==> src/rtl/carfield_pkg.sv <==
// Shared Carfield terminator types: AXI response codes, error-slave
// FSM states and the default AXI4 request/response bundles.
package carfield_pkg;

    localparam int unsigned AXI_ID_W   = 6;
    localparam int unsigned AXI_ADDR_W = 48;
    localparam int unsigned AXI_DATA_W = 64;
    localparam int unsigned AXI_STRB_W = AXI_DATA_W / 8;

    typedef enum logic [1:0] {
        RESP_OKAY   = 2'b00,
        RESP_EXOKAY = 2'b01,
        RESP_SLVERR = 2'b10,
        RESP_DECERR = 2'b11
    } axi_resp_e;

    typedef enum logic [1:0] {
        W_IDLE,
        W_DATA,
        W_RESP
    } err_wr_state_e;

    typedef enum logic {
        R_IDLE,
        R_DATA
    } err_rd_state_e;

    typedef struct packed {
        logic [AXI_ID_W-1:0]   id;
        logic [AXI_ADDR_W-1:0] addr;
        logic [7:0]            len;
        logic [2:0]            size;
        logic [1:0]            burst;
        logic                  lock;
        logic [3:0]            cache;
        logic [2:0]            prot;
        logic [5:0]            atop;
    } axi_aw_t;

    typedef struct packed {
        logic [AXI_DATA_W-1:0] data;
        logic [AXI_STRB_W-1:0] strb;
        logic                  last;
    } axi_w_t;

    typedef struct packed {
        logic [AXI_ID_W-1:0] id;
        logic [1:0]          resp;
    } axi_b_t;

    typedef struct packed {
        logic [AXI_ID_W-1:0]   id;
        logic [AXI_ADDR_W-1:0] addr;
        logic [7:0]            len;
        logic [2:0]            size;
        logic [1:0]            burst;
        logic                  lock;
        logic [3:0]            cache;
        logic [2:0]            prot;
    } axi_ar_t;

    typedef struct packed {
        logic [AXI_ID_W-1:0]   id;
        logic [AXI_DATA_W-1:0] data;
        logic [1:0]            resp;
        logic                  last;
    } axi_r_t;

    typedef struct packed {
        axi_aw_t aw;
        logic    aw_valid;
        axi_w_t  w;
        logic    w_valid;
        logic    b_ready;
        axi_ar_t ar;
        logic    ar_valid;
        logic    r_ready;
    } axi_req_t;

    typedef struct packed {
        logic   aw_ready;
        logic   ar_ready;
        logic   w_ready;
        axi_b_t b;
        logic   b_valid;
        axi_r_t r;
        logic   r_valid;
    } axi_rsp_t;

endpackage

==> src/rtl/carfield_island_err_rd.sv <==
// Read path of the island error slave: accepts one AR, then streams
// len+1 beats. Ports: AR handshake in, R valid/id/last out, busy out.
module carfield_island_err_rd #(
    parameter int unsigned IdWidth = 6
) (
    input  logic               clk_i,
    input  logic               rst_i,
    input  logic               ar_valid_i,
    input  logic [IdWidth-1:0] ar_id_i,
    input  logic [7:0]         ar_len_i,
    input  logic               r_ready_i,
    output logic               ar_ready_o,
    output logic               r_valid_o,
    output logic [IdWidth-1:0] r_id_o,
    output logic               r_last_o,
    output logic               busy_o
);
    import carfield_pkg::*;

    err_rd_state_e      state_d, state_q;
    logic [IdWidth-1:0] id_d, id_q;
    logic [7:0]         beats_d, beats_q;

    always_ff @(posedge clk_i) begin
        if (rst_i) begin
            state_q <= R_IDLE;
            id_q    <= '0;
            beats_q <= '0;
        end else begin
            state_q <= state_d;
            id_q    <= id_d;
            beats_q <= beats_d;
        end
    end

    // beats_q counts remaining beats after the current one, so the
    // last beat is at zero and the counter never wraps.
    always_comb begin
        state_d = state_q;
        id_d    = id_q;
        beats_d = beats_q;
        case (state_q)
            R_IDLE: begin
                if (ar_valid_i) begin
                    id_d    = ar_id_i;
                    beats_d = ar_len_i;
                    state_d = R_DATA;
                end
            end
            R_DATA: begin
                if (r_ready_i) begin
                    if (beats_q == 8'd0) begin
                        state_d = R_IDLE;
                    end else begin
                        beats_d = beats_q - 8'd1;
                    end
                end
            end
            default: state_d = R_IDLE;
        endcase
    end

    assign ar_ready_o = (state_q == R_IDLE);
    assign r_valid_o  = (state_q == R_DATA);
    assign r_id_o     = id_q;
    assign r_last_o   = r_valid_o && (beats_q == 8'd0);
    assign busy_o     = (state_q != R_IDLE);

endmodule

==> src/rtl/carfield_island_err_slave.sv <==
// AXI4 terminator for disabled islands: sinks writes, returns fixed
// read data, errors every response. Ports: clk_i, rst_i, axi_req_i,
// axi_rsp_o, busy_o.
module carfield_island_err_slave #(
    parameter int unsigned AxiIdWidth   = carfield_pkg::AXI_ID_W,
    parameter int unsigned AxiDataWidth = carfield_pkg::AXI_DATA_W,
    parameter logic [63:0] RespData     = 64'hCA7F_1E1D_DEAD_BEEF,
    parameter logic [1:0]  RespCode     = 2'b11,
    parameter type         axi_req_t    = carfield_pkg::axi_req_t,
    parameter type         axi_rsp_t    = carfield_pkg::axi_rsp_t
) (
    input  logic     clk_i,
    input  logic     rst_i,
    input  axi_req_t axi_req_i,
    output axi_rsp_t axi_rsp_o,
    output logic     busy_o
);
    import carfield_pkg::*;

    err_wr_state_e         wr_state_d, wr_state_q;
    logic [AxiIdWidth-1:0] wr_id_d, wr_id_q;

    logic                  rd_ar_ready;
    logic                  rd_r_valid;
    logic [AxiIdWidth-1:0] rd_r_id;
    logic                  rd_r_last;
    logic                  rd_busy;

    always_ff @(posedge clk_i) begin
        if (rst_i) begin
            wr_state_q <= W_IDLE;
            wr_id_q    <= '0;
        end else begin
            wr_state_q <= wr_state_d;
            wr_id_q    <= wr_id_d;
        end
    end

    // Readies are pure functions of state, so valid alone marks a
    // handshake in the matching state.
    always_comb begin
        wr_state_d = wr_state_q;
        wr_id_d    = wr_id_q;
        case (wr_state_q)
            W_IDLE: begin
                if (axi_req_i.aw_valid) begin
                    wr_id_d    = axi_req_i.aw.id;
                    wr_state_d = W_DATA;
                end
            end
            W_DATA: begin
                if (axi_req_i.w_valid && axi_req_i.w.last) begin
                    wr_state_d = W_RESP;
                end
            end
            W_RESP: begin
                if (axi_req_i.b_ready) begin
                    wr_state_d = W_IDLE;
                end
            end
            default: wr_state_d = W_IDLE;
        endcase
    end

    carfield_island_err_rd #(
        .IdWidth (AxiIdWidth)
    ) i_rd (
        .clk_i      (clk_i),
        .rst_i      (rst_i),
        .ar_valid_i (axi_req_i.ar_valid),
        .ar_id_i    (axi_req_i.ar.id),
        .ar_len_i   (axi_req_i.ar.len),
        .r_ready_i  (axi_req_i.r_ready),
        .ar_ready_o (rd_ar_ready),
        .r_valid_o  (rd_r_valid),
        .r_id_o     (rd_r_id),
        .r_last_o   (rd_r_last),
        .busy_o     (rd_busy)
    );

    // State resets to IDLE, whose readies are high; reset masks them
    // so the crossbar sees a silent port while rst_i is held.
    always_comb begin
        axi_rsp_o = '0;
        if (!rst_i) begin
            axi_rsp_o.aw_ready = (wr_state_q == W_IDLE);
            axi_rsp_o.w_ready  = (wr_state_q == W_DATA);
            axi_rsp_o.b_valid  = (wr_state_q == W_RESP);
            axi_rsp_o.b.id     = wr_id_q;
            axi_rsp_o.b.resp   = RespCode;
            axi_rsp_o.ar_ready = rd_ar_ready;
            axi_rsp_o.r_valid  = rd_r_valid;
            axi_rsp_o.r.id     = rd_r_id;
            axi_rsp_o.r.data   = RespData[AxiDataWidth-1:0];
            axi_rsp_o.r.resp   = RespCode;
            axi_rsp_o.r.last   = rd_r_last;
        end
    end

    assign busy_o = !rst_i && ((wr_state_q != W_IDLE) || rd_busy);

    logic unused_req;
    assign unused_req = ^{
        axi_req_i.aw.addr, axi_req_i.aw.len,
        axi_req_i.aw.size, axi_req_i.aw.burst,
        axi_req_i.aw.lock, axi_req_i.aw.cache,
        axi_req_i.aw.prot, axi_req_i.aw.atop,
        axi_req_i.w.data, axi_req_i.w.strb,
        axi_req_i.ar.addr, axi_req_i.ar.size,
        axi_req_i.ar.burst, axi_req_i.ar.lock,
        axi_req_i.ar.cache, axi_req_i.ar.prot
    };

endmodule

==> config.mk <==
export PLATFORM = sky130hd
export DESIGN_NAME = carfield_island_err_slave
export DESIGN_NICKNAME = d
export VERILOG_FILES = /design/src/rtl/carfield_pkg.sv /design/src/rtl/carfield_island_err_rd.sv /design/src/rtl/carfield_island_err_slave.sv
export SDC_FILE = /design/constraint.sdc
export NUM_CORES = 1
export LEC_CHECK = 0
export BUFFER_PORTS_ARGS = -buffer_cell sky130_fd_sc_hd__buf_2
export CORE_AREA = 2 2 124 126
export CTS_BUF_LIST = sky130_fd_sc_hd__clkbuf_2 sky130_fd_sc_hd__clkbuf_4 sky130_fd_sc_hd__clkbuf_8
export CTS_CLUSTER_SIZE = 20
export DETAILED_ROUTE_END_ITERATION = 10
export DIE_AREA = 0 0 126 128
export PLACE_DENSITY = 0.53
export RECOVER_POWER = 100
export SLEW_MARGIN = 20
export SYNTH_ARGS = -nofsm -noshare
export SYNTH_HDL_FRONTEND = slang
export SYNTH_SLANG_ARGS = --single-unit
==> constraint.sdc <==
create_clock -name clk_i -period 1.8 [get_ports clk_i]
set_clock_uncertainty 0.05 [all_clocks]
set_input_delay 0.36 -clock clk_i [delete_from_list [all_inputs] [get_ports clk_i]]
set_output_delay 0.36 -clock clk_i [all_outputs]
set_load 0.02 [all_outputs]
# Word level (Yosys, flattened, before mapping)
# Index checks and enable logic that the tools add are counted.
[totals] reg_bits=23 wordCells=40 input_bits=236
[op_classes] n_bitwise=1 mux=13 n_reduce_logical=12 addsub=1 n_eq_ne=8
[op_table] cell="two-way mux 86 bit" count=1
[op_table] cell="two-way mux 8 bit" count=3
[op_table] cell="one-hot mux 8 bit (2 select lines)" count=1
[op_table] cell="!= test 2 bit (second input constant)" count=6
[op_table] cell="logical NOT 8 bit" count=1
[op_table] cell="subtractor 8 x 1 -> 8 bit (second input constant)" count=1
[op_table] cell="two-way mux 2 bit" count=3
[op_table] cell="one-hot mux 2 bit (3 select lines)" count=1
[op_table] cell="AND reduction 3 bit" count=2
[op_table] cell="AND reduction 2 bit" count=2
[op_table] cell="logical AND 1 bit" count=3
[op_table] cell="two-way mux 1 bit" count=3
[op_table] cell="equality test 2 x 1 -> 1 bit (second input constant)" count=1
[op_table] cell="equality test 2 bit (second input constant)" count=1
[op_table] cell="logical NOT 2 bit" count=1
[op_table] cell="one-hot mux 1 bit (2 select lines)" count=1
[op_table] cell="nonzero test 2 bit" count=1
[op_table] cell="logical NOT 1 bit" count=1
[op_table] cell="logical OR 1 bit" count=1
[op_table] cell="inverter 1 bit" count=1

# Logic depth before layout (Yosys ltp)
# Gate-level depths: netlist (run 1).
[depth] word_depth=4 ltp_mapped=6 depth_no_buf=6

# Hierarchy
# From an unflattened synthesis (run 1), not the netlist that was laid out.
[hier_totals] hier_cells=223 area_unflattened_um2=1855.5
[by_module_without_submodules] mod="carfield_island_err_slave" area_each_um2=997.2 cells_each=120 instances=1 seq_area_each_um2=160.2
[by_module_without_submodules] mod="carfield_island_err_rd" area_each_um2=858.3 cells_each=103 instances=1 seq_area_each_um2=300.3

# Worst setup path after synthesis (run 1)
# No wires, ideal clock.
[synth_timing] path_kind="in2out" startpoint="input port rst_i" endpoint="output port axi_rsp_o[10] (netlist bit)" required_time_ns=1.390 cell_stages=3 arrival_time_ns=1.591 path_slack_ns=-0.201 cell_sequence="clkbuf_1 -> inv_1 -> buf_4"
[synth_lines] item="from (decl)" line="carfield_island_err_slave.sv:13" source="input logic rst_i,"
[synth_lines] item="to (decl)" line="carfield_island_err_slave.sv:15" source="output axi_rsp_t axi_rsp_o,"

==> results.md, run 1 <==
* Largest net degree at the start of global routing at just under 50
* N_diodes at 0
* GRT Total Usage at 0.0466
* Most common cell after layout, fill and taps aside: buf_2
* Period utilization at 0.961
* Distinct cells, synth at 37
* Die W at roughly 130 um
* Aggregate global routing overflow at 0
* Drt first pass iters at 4
* Register area share after synthesis at 0.258
* FF-to-FF path depth at 5
* Hold-fix buffers, CTS at 0
* CP Capture Type: output pin
* Worst path cell trace: nor3_4 > and4_1 > buf_2
* CTS sink cnt at 23
* Final Net Count at around 500
* Cts bufs inserted at 3
* DP Area at 2080 um^2
* Vias in the first global route at 1202
* Hold WC Path Type: in -> reg
* First-pass GRT wire length at 6.02 mm
* Synthesis-to-finish area growth at 17.7%
* Logic pwr share at 0.372
* Htree depth at 1
* R2R Setup Slk at 0.21 ns
* Post-Place Setup Slack at approximately 0.22 ns
* Chip Height at approximately 130 um
* Final TNS setup at 0 ns
* Placer Congestion at roughly 0.7
* Buffer depth of the longest clock path at 2
* Die Area at around 16000 um^2
* CTS root buf: clkbuf_8
* Outcome: complete, no violations
* DR iter-0 viols at 23
* Worst hold path depth at 3
* Initial antenna violation count at 0
* Routed len/inst at slightly above 9 um
* Hold Worst Slack at ~0.26 ns
* Top post-synthesis cells by area: buf_4 (28%), dfxtp_1 (26%), mux2i_1 (7.3%)
* Finished Core Util at 0.141
* Data required, critical path at about 1.4 ns
* Fmax at about 580 MHz
* Max-cap violations at 0
* Part of the power in registers at 0.396
* Worst Slack Setup Final at a little under 0.07 ns
* Num rows at 45
* Arr. time, crit path at between 1 and 1.5 ns
* Most frequent cells in the layout: buf_2 (76), dfxtp_1 (22), nor2_1 (21), conb_1 (21), nor2b_1 (17)
* Layout cells sized above 1 at 0.427
* Crit path launch type: register
* Final Max Slew Viols at 0
* Final instance area at roughly 2100 um^2
* Drt via density at 3.04
* Fill cells at roughly 1.8k
* Max VDD drop at around 0.0003 V
* Worst-path maximum fanout at 5
* Crit-path slowest cell: dfxtp_1
* Pwr dens at 718 nW/um^2
* Yosys warnings at 0
* Detail Placement HPWL at between 3 and 4 mm
* Net Switching at approximately 0.0006 W
* Detailed Route WL at 4.20 mm
* Starting density of the core at 0.120
* Synth Cell Area at ~1800 um^2
* Post-CTS Setup Bufs at 0
* Setup CP Type: reg -> out
* Io pins at 323
* Share of the synthesized area in the top cell type at 0.282
* CTS clock-pin slew for the worst setup and hold paths at 0.10 ns
* Buffers on Ports at 93
* Final-report hold violation count at 0
* Clk_lat worst skew at between 0.2 and 0.3 ns
* Area leader, netlist: buf_4
* Final Setup Violations at 0
* Post-Synthesis Cells at 215
* Worst Max-Slew Pin Slew at 0.575 ns
* Post-route minimum period at around 1.7 ns
* Mapped Avg Cell Area at between 8 and 9 um^2
* Internal at between 0.0009 and 0.001 W
* Register bit total from synthesis at 23
* Largest incremental delay on the critical path at roughly 0.37 ns
* TritonCTS clock tree: yes
* DR vias at between 1k and 1.5k
* Switching share of power at 0.390
* Final ANT Viol Nets at 0
* Drt drc at 0
* Core footprint at between 10000 and 15000 um^2
* Pleak at between 0.9 and 1 nW
* Unrepaired setup endpoints after global routing: false
* Rel. slew slack at 0.615
* Clock power share at 0.231
[area by class of cell]
cell class / instances / area (um^2) / area share
multi-input combinational: 130 / 827 / 0.394
timing repair buffer: 101 / 509 / 0.242
sequential: 23 / 462 / 0.220
tap: 188 / 235 / 0.112
clock buffer: 3 / 41.3 / 0.0197
inverter: 4 / 18.8 / 0.00893
clock inverter: 1 / 7.51 / 0.00357
[synth_stat cells]
cell type / count
a31oi_2: 1
nand2_1: 3
buf_6: 1
nor2b_1: 17
nand3b_1: 1
clkbuf_4: 1
and3_1: 2
nand3_1: 1
o21ai_1: 5
a31o_4: 1
mux2i_1: 13
dfxtp_1: 23
and4_1: 3
nor4b_4: 1
a221oi_2: 1
o32ai_2: 1
buf_2: 1
nor2_1: 22
o21ai_0: 5
inv_1: 4
clkbuf_1: 8
and4b_1: 1
ha_1: 2
a21oi_1: 12
o21ai_2: 1
nor3_2: 2
nor3_1: 4
a31oi_1: 1
or3b_2: 1
o2bb2ai_1: 1
buf_4: 67
nor3b_1: 2
nand4b_1: 1
nor3b_4: 1
nand4_1: 1
a211oi_1: 2
conb_1: 1
[cell families (layout without fill, tap and decap cells)]
| group | after synthesis | in the layout | synth area share |
|---|---|---|---|
| DFF | 23 | 23 | 0.258 |
| and+or+nand+nor | 63 | 63 | 0.215 |
| adders and majority gates | 2 | 2 | 0.0140 |
| other | 1 | 21 | 0.00210 |
| AOI/OAI and AO/OA | 31 | 31 | 0.118 |
| buffers and inverters | 82 | 109 | 0.320 |
| muxes | 13 | 13 | 0.0729 |
[stage by stage]
step | cells | total power [W]
after floorplan | 235 | 0.00111
after global routing | 450 | 0.00161
final | 450 | 0.00151
after detailed placement | 446 | 0.00118
after CTS | 450 | 0.00155
after global placement | 446 | 0.00118
[timing repair]
action | 4_1_cts | 5_1_grt
gates resized for setup | 3 | 3
pin swaps | 0 | 1
endpoints found under the setup margin | 1 | 1
[worst max-delay path, delay by kind of cell, from the launching register on]
family / cells / cell delay, ns
AND/OR/NAND/NOR: 2 / 0.49
buffers and inverters: 1 / 0.18
flip-flops: 1 / 0.37
[per-layer routing]
layer	vias to the layer above	global-route usage	routed length, um
met2	47	0.0797	2010
met4	0	0.00970	7
met1	600	0.0595	1930
met3	2	0.0117	251
met5	-	0	0
li1	721	-	-
[final timing paths]
kind,end,startpoint
worst max-delay path,axi_rsp_o[1],i_rd.beats_q[6]
worst min-delay path,wr_id_q[4],axi_req_i[232]
worst max register to register,i_rd.r_id_o[3],i_rd.busy_o
worst min register to register,i_rd.r_id_o[0],i_rd.r_id_o[0]
[registers in the layout, indices dropped and copies added (netlist names)]
signal / count
i_rd.r_id_o: 6
i_rd.beats_q: 8
wr_id_q: 6
wr_state_q: 2
i_rd.busy_o: 1
[power by group through the flow]
stage                     clock network [W]  logic (W)  registers [W]
after floorplan                           0   0.000518       0.000591
after global placement                    0   0.000568       0.000609
after detailed placement                  0   0.000568       0.000608
after CTS                          0.000372   0.000575       0.000600
after global routing               0.000385   0.000620       0.000606
final                              0.000348   0.000561       0.000597
No activity file was read; power rests on OpenSTA's default activity.
==> inputs of run 2 (changes only) <==
--- a/config.mk
+++ b/config.mk
@@ -12,7 +12,6 @@
 export DETAILED_ROUTE_END_ITERATION = 10
 export DIE_AREA = 0 0 126 128
 export PLACE_DENSITY = 0.53
-export RECOVER_POWER = 100
 export SLEW_MARGIN = 20
 export SYNTH_ARGS = -nofsm -noshare
 export SYNTH_HDL_FRONTEND = slang
==> run 2 against run 1 <==
Net effect:
- total power is 1.0% higher
- combinational power is 3% higher
- die area stayed put
- via count is 0.58% lower
- first-iteration DRC count is 26% higher
- routed wire length is 0.79% lower
- core utilization is 0.34 points higher
- maximum frequency is 0.92% higher
- clock power hardly changed
- sequential cell count stayed put
- critical endpoint unchanged
- largest cell class unchanged
- largest power group unchanged
- highest routed layer unchanged
==> results.md, run 2 (synthesis results as in run 1) <==
* Buffer depth of the longest clock path at 2 (unchanged)
* CTS clock-pin slew for the worst setup and hold paths at 0.10 ns (about the same)
* Drt via density at 3.03 (was 3.04)
* Placer Congestion at 0.692 (unchanged)
* Finished Core Util at 0.145 (was 0.141)
* Detailed Route WL at 4.17 mm (was 4.20 mm)
* DP Area at 2080 um^2 (unchanged)
* Final Setup Violations at 0 (unchanged)
* Period utilization at 0.953 (was 0.961)
* Routed len/inst at 9.26 um (was 9.33 um)
* Data required, critical path at 1.39 ns (about the same)
* Vias in the first global route at 1202 (unchanged)
* Hold-fix buffers, CTS at 0 (unchanged)
* Aggregate global routing overflow at 0 (unchanged)
* Pwr dens at 708 nW/um^2 (was 718 nW/um^2)
* Final TNS setup at 0 ns (unchanged)
* Die W at 126 um (unchanged)
* Hold WC Path Type: in -> reg (unchanged)
* First-pass GRT wire length at 6.02 mm (unchanged)
* Io pins at 323 (unchanged)
* Buffers on Ports at 93 (unchanged)
* Fmax at 583 MHz (was 578 MHz)
* Drt drc at 0 (unchanged)
* Post-CTS Setup Bufs at 0 (unchanged)
* DR vias at 1362 (was 1370)
* Max FFs per register at 8 (unchanged)
* Num rows at 45 (unchanged)
* Chip Height at 128 um (unchanged)
* Most frequent cells in the layout: buf_2 (93), dfxtp_1 (22), nor2_1 (21), conb_1 (21), nor2b_1 (17) (was buf_2 (76), dfxtp_1 (22), nor2_1 (21), conb_1 (21), nor2b_1 (17))
* Detail Placement HPWL at 3.26 mm (unchanged)
* Core footprint at 14900 um^2 (unchanged)
* Pleak at 0.986 nW (was 0.945 nW)
* Starting density of the core at 0.120 (unchanged)
* Unrepaired setup endpoints after global routing: false (unchanged)
* Initial antenna violation count at 0 (unchanged)
* GRT Total Usage at 0.0466 (unchanged)
* Clk_lat worst skew at 0.27 ns (about the same)
* Crit path launch type: register (unchanged)
* Arr. time, crit path at 1.30 ns (was 1.32 ns)
* Final-report hold violation count at 0 (unchanged)
* Die Area at 16100 um^2 (unchanged)
* Layout cells sized above 1 at 0.458 (was 0.427)
* CP Capture Type: output pin (unchanged)
* TritonCTS clock tree: yes (unchanged)
* DR iter-0 viols at 29 (was 23)
* CTS root buf: clkbuf_8 (unchanged)
* Final instance area at 2150 um^2 (was 2100 um^2)
* Setup CP Type: reg -> out (unchanged)
* Drt first pass iters at 3 (was 4)
* Cts bufs inserted at 3 (unchanged)
* Final Max Slew Viols at 0 (unchanged)
* Post-route minimum period at 1.71 ns (was 1.73 ns)
* Max-cap violations at 0 (unchanged)
* Most flops, register: i_rd.beats_q (unchanged)
* Fill cells at 1744 (was 1750)
* Final ANT Viol Nets at 0 (unchanged)
* N_diodes at 0 (unchanged)
* Final Net Count at 501 (unchanged)
* Outcome: complete, no violations (unchanged)
* Worst-path maximum fanout at 5 (unchanged)
* Most common cell after layout, fill and taps aside: buf_2 (unchanged)
* Max VDD drop at 0.000298 V (was 0.000304 V)
* Htree depth at 1 (unchanged)
* Synthesis-to-finish area growth at 20.5% (was 17.7%)
* Largest net degree at the start of global routing at 49 (unchanged)
* CTS sink cnt at 23 (unchanged)
-- run 2: cell types whose count changed in the layout (fill, tap and decap cells not counted), sizes merged --
cell,previous run,this run
buf,80,101
clkbuf,24,3
-- run 2: worst max-delay path, cell delays in order (launching register included) --
cell     delay [ns]
dfxtp_1        0.36
nor3_4         0.27
and4_1         0.22
buf_2          0.17
-- run 2: stage by stage --
step           hold WS, ns  cells  total power (W)  worst slack (ns)
2_1_floorplan        0.402    235          0.00111          -0.00833
3_3_place_gp         0.417    446          0.00118             0.211
3_5_place_dp         0.422    446          0.00118             0.215
4_1_cts              0.255    450          0.00155            0.0240
5_1_grt              0.275    450          0.00163           0.00448
6_report             0.265    450          0.00152            0.0851
-- run 2: area by class of cell --
| type | instances | area [um^2] | area share |
|---|---|---|---|
| tap | 188 | 235 | 0.109 |
| clock inverter | 1 | 7.51 | 0.00349 |
| sequential | 23 | 462 | 0.215 |
| inverter | 4 | 18.8 | 0.00873 |
| clock buffer | 3 | 41.3 | 0.0192 |
| multi-input combinational | 130 | 848 | 0.394 |
| timing repair buffer | 101 | 538 | 0.250 |
-- run 2: path summary, 6_finish.rpt --
path	start	endpoint	slack, ns	depth (start not counted)
worst min-delay path	axi_req_i[232]	wr_id_q[4]	0.27	3
worst min register to register	i_rd.r_id_o[0]	i_rd.r_id_o[0]	0.44	2
worst max-delay path	i_rd.beats_q[6]	axi_rsp_o[1]	0.09	3
worst max register to register	i_rd.beats_q[2]	i_rd.beats_q[0]	0.29	4
-- run 2: metal layers --
layer | wire length (um) | share of wire | up-vias | GRT usage
met2 | 2010 | 0.48 | 47 | 0.0797
li1 | - | - | 720 | -
met5 | 0 | 0 | - | 0
met1 | 1900 | 0.46 | 593 | 0.0595
met3 | 250 | 0.060 | 2 | 0.0117
met4 | 7 | 0.0017 | 0 | 0.00970
-- run 2: power breakdown --
part	internal (W)	switching (W)	total [W]
Combinational	0.000223	0.000354	0.000577
Clock	0.000157	0.000188	0.000345
Sequential	0.000554	0.0000469	0.000601
-- run 2: timing repair --
item / CTS / global route
pin swaps: 0 / 1
setup endpoints to repair: 1 / 1
resized for setup: 3 / 3
==> inputs of run 3 (changes only) <==
==> constraint.sdc (replaced) <==
create_clock -name clk_i -period 1.8 [get_ports clk_i]
set_clock_uncertainty 0.05 [all_clocks]
set_input_delay 0.18 -clock clk_i [delete_from_list [all_inputs] [get_ports clk_i]]
set_output_delay 0.18 -clock clk_i [all_outputs]
set_load 0.02 [all_outputs]
==> run 3 against run 2 <==
Net effect:
- setup slack barely moved
- clock-buffer cell count stayed put
- final cell count is 0.22% lower
- via count is 0.81% higher
- routed wire length is 1.4% higher
- maximum frequency is essentially flat
- clock power is 5% higher
- critical path depth unchanged
- worst hold slack worse by 0.19 ns
- global-route usage about the same
- sequential share of layout area increased by 0.22 points
==> results.md, run 3 (synthesis results as in run 1) <==
* Outcome: complete, no violations (unchanged)
* Routed len/inst at 9.41 um (was 9.26 um)
* Worst path cell trace: nor3_4 > and4_1 > buf_2 (unchanged)
* Arr. time, crit path at 1.48 ns (was 1.30 ns)
* Logic pwr share at 0.369 (was 0.379)
* Max VDD drop at 0.000288 V (was 0.000298 V)
* Cts bufs inserted at 3 (unchanged)
* Internal at 0.000921 W (was 0.000934 W)
* Crit-path slowest cell: dfxtp_1 (unchanged)
* R2r endpoint: i_rd.beats_q[0] (unchanged)
* Worst Slack Setup Final at 0.0853 ns (was 0.0851 ns)
* Layout cells sized above 1 at 0.437 (was 0.458)
* Most common cell after layout, fill and taps aside: buf_2 (unchanged)
* Net Switching at 0.000604 W (was 0.000589 W)
* Fill cells at 1743 (was 1744)
* Synthesis-to-finish area growth at 19.0% (was 20.5%)
* CP Capture Type: output pin (unchanged)
* Critical R2R Launch: i_rd.beats_q[0] (was i_rd.beats_q[2])
* Pleak at 0.986 nW (about the same)
* Final Net Count at 500 (was 501)
* Detail Placement HPWL at 3.25 mm (was 3.26 mm)
* DR iter-0 viols at 46 (was 29)
* Unrepaired setup endpoints after global routing: false (unchanged)
* Period utilization at 0.953 (about the same)
* Worst Hold End: i_rd.r_id_o[4] (was wr_id_q[4])
* Hold-fix buffers, CTS at 0 (unchanged)
* Largest incremental delay on the critical path at 0.41 ns (was 0.36 ns)
* Most frequent cells in the layout: buf_2 (93), dfxtp_1 (23), nor2_1 (22) (was buf_2 (93), dfxtp_1 (22), nor2_1 (21), conb_1 (21), nor2b_1 (17))
* Num rows at 45 (unchanged)
* Max-cap violations at 0 (unchanged)
* Chip Height at 128 um (unchanged)
* Htree depth at 1 (unchanged)
* CTS root buf: clkbuf_8 (unchanged)
* Drt first pass iters at 4 (was 3)
* Die Area at 16100 um^2 (unchanged)
* Max FFs per register at 8 (unchanged)
* N_diodes at 0 (unchanged)
* Drt via density at 3.06 (was 3.03)
* Switching share of power at 0.396 (was 0.387)
* Placer Congestion at 0.730 (was 0.692)
* FF-to-FF path depth at 5 (was 4)
* CTS sink cnt at 23 (unchanged)
* Clk_lat worst skew at 0.28 ns (was 0.27 ns)
* Final Setup Violations at 0 (unchanged)
* Vias in the first global route at 1102 (was 1202)
* Drt drc at 0 (unchanged)
* First-pass GRT wire length at 5.97 mm (was 6.02 mm)
* Aggregate global routing overflow at 0 (unchanged)
* Buffers on Ports at 93 (unchanged)
* Fmax at 583 MHz (about the same)
* Starting density of the core at 0.120 (unchanged)
* DR vias at 1373 (was 1362)
* R2R Setup Slk at 0.19 ns (was 0.29 ns)
* Crit path launch type: register (unchanged)
* Hold WC Path Type: in -> reg (unchanged)
* Hold_sp: axi_req_i[75] (was axi_req_i[232])
* Clock power share at 0.237 (was 0.226)
* Worst hold path depth at 3 (unchanged)
* Finished Core Util at 0.143 (was 0.145)
* Data required, critical path at 1.57 ns (was 1.39 ns)
* Final ANT Viol Nets at 0 (unchanged)
* Io pins at 323 (unchanged)
* CTS clock-pin slew for the worst setup and hold paths at 0.10 ns (about the same)
* GRT Total Usage at 0.0464 (was 0.0466)
* Largest net degree at the start of global routing at 47 (was 49)
* Post-route minimum period at 1.71 ns (about the same)
* TritonCTS clock tree: yes (unchanged)
* Buffer depth of the longest clock path at 2 (unchanged)
* Post-CTS sizing at 1 (was 3)
* Setup CP Type: reg -> out (unchanged)
* Final Max Slew Viols at 0 (unchanged)
* Post-CTS Setup Bufs at 0 (unchanged)
* Final TNS setup at 0 ns (unchanged)
* Core footprint at 14900 um^2 (unchanged)
* Post-Place Setup Slack at 0.212 ns (was 0.215 ns)
* Final-report hold violation count at 0 (unchanged)
* Part of the power in registers at 0.393 (was 0.394)
* Initial antenna violation count at 0 (unchanged)
* Most flops, register: i_rd.beats_q (unchanged)
* Detailed Route WL at 4.23 mm (was 4.17 mm)
* Worst-path maximum fanout at 9 (was 5)
* Die W at 126 um (unchanged)
* Pwr dens at 718 nW/um^2 (was 708 nW/um^2)
## run 3: changes by cell type in the layout (fill, tap and decap cells not counted), sizes merged
| cell | change |
|---|---|
| buf | -1 |
| inv | +1 |
| clkinvlp | -1 |
## run 3: layout make-up
cell class,count,area [um^2],share of cell area
Clock inverter,1,7.51,0.00354
Timing Repair Buffer,100,531,0.250
Sequential cell,23,460,0.217
Tap cell,188,235,0.111
Clock buffer,3,41.3,0.0194
Inverter,4,15.0,0.00707
Multi-Input combinational cell,130,833,0.392
## run 3: per-layer routing
| layer | GRT usage | up-vias | wire length [um] |
|---|---|---|---|
| li1 | - | 725 | - |
| met5 | 0 | - | 0 |
| met2 | 0.0708 | 55 | 1910 |
| met3 | 0.0159 | 0 | 341 |
| met4 | 0.00776 | 0 | 0 |
| met1 | 0.0644 | 593 | 1970 |
## run 3: worst max-delay path by stage
stage / start / to / slack, ns / cells past startpoint
floorplan: rst_i / axi_rsp_o[10] / 0.16 / 3
global placement: i_rd.beats_q[0] / i_rd.beats_q[0] / 0.19 / 5
detailed placement: i_rd.beats_q[0] / i_rd.beats_q[0] / 0.21 / 5
CTS: i_rd.beats_q[2] / axi_rsp_o[1] / 0.09 / 3
global route: i_rd.beats_q[2] / axi_rsp_o[1] / 0.02 / 3
finish: i_rd.beats_q[2] / axi_rsp_o[1] / 0.09 / 3
## run 3: power groups by stage
stage	clock network [W]	registers [W]	logic, W
2_1_floorplan	0	0.000591	0.000518
4_1_cts	0.000376	0.000599	0.000570
3_5_place_dp	0	0.000607	0.000565
3_3_place_gp	0	0.000607	0.000567
6_report	0.000362	0.000599	0.000563
5_1_grt	0.000395	0.000605	0.000620
## run 3: stage by stage
stage	area, um^2	hold slack (ns)	total power (W)	std cells
global route	2120	0.0882	0.00162	449
detailed placement	2070	0.380	0.00117	445
floorplan	1860	0.277	0.00111	235
finish	2120	0.0798	0.00152	449
CTS	2120	0.0777	0.00154	449
global placement	2070	0.363	0.00117	445
## run 3: worst max-delay path: cells and delay by family (launching register included)
family,cells,cell delay [ns]
AND/OR/NAND/NOR,2,0.60
buffers and inverters,1,0.19
flip-flops,1,0.41
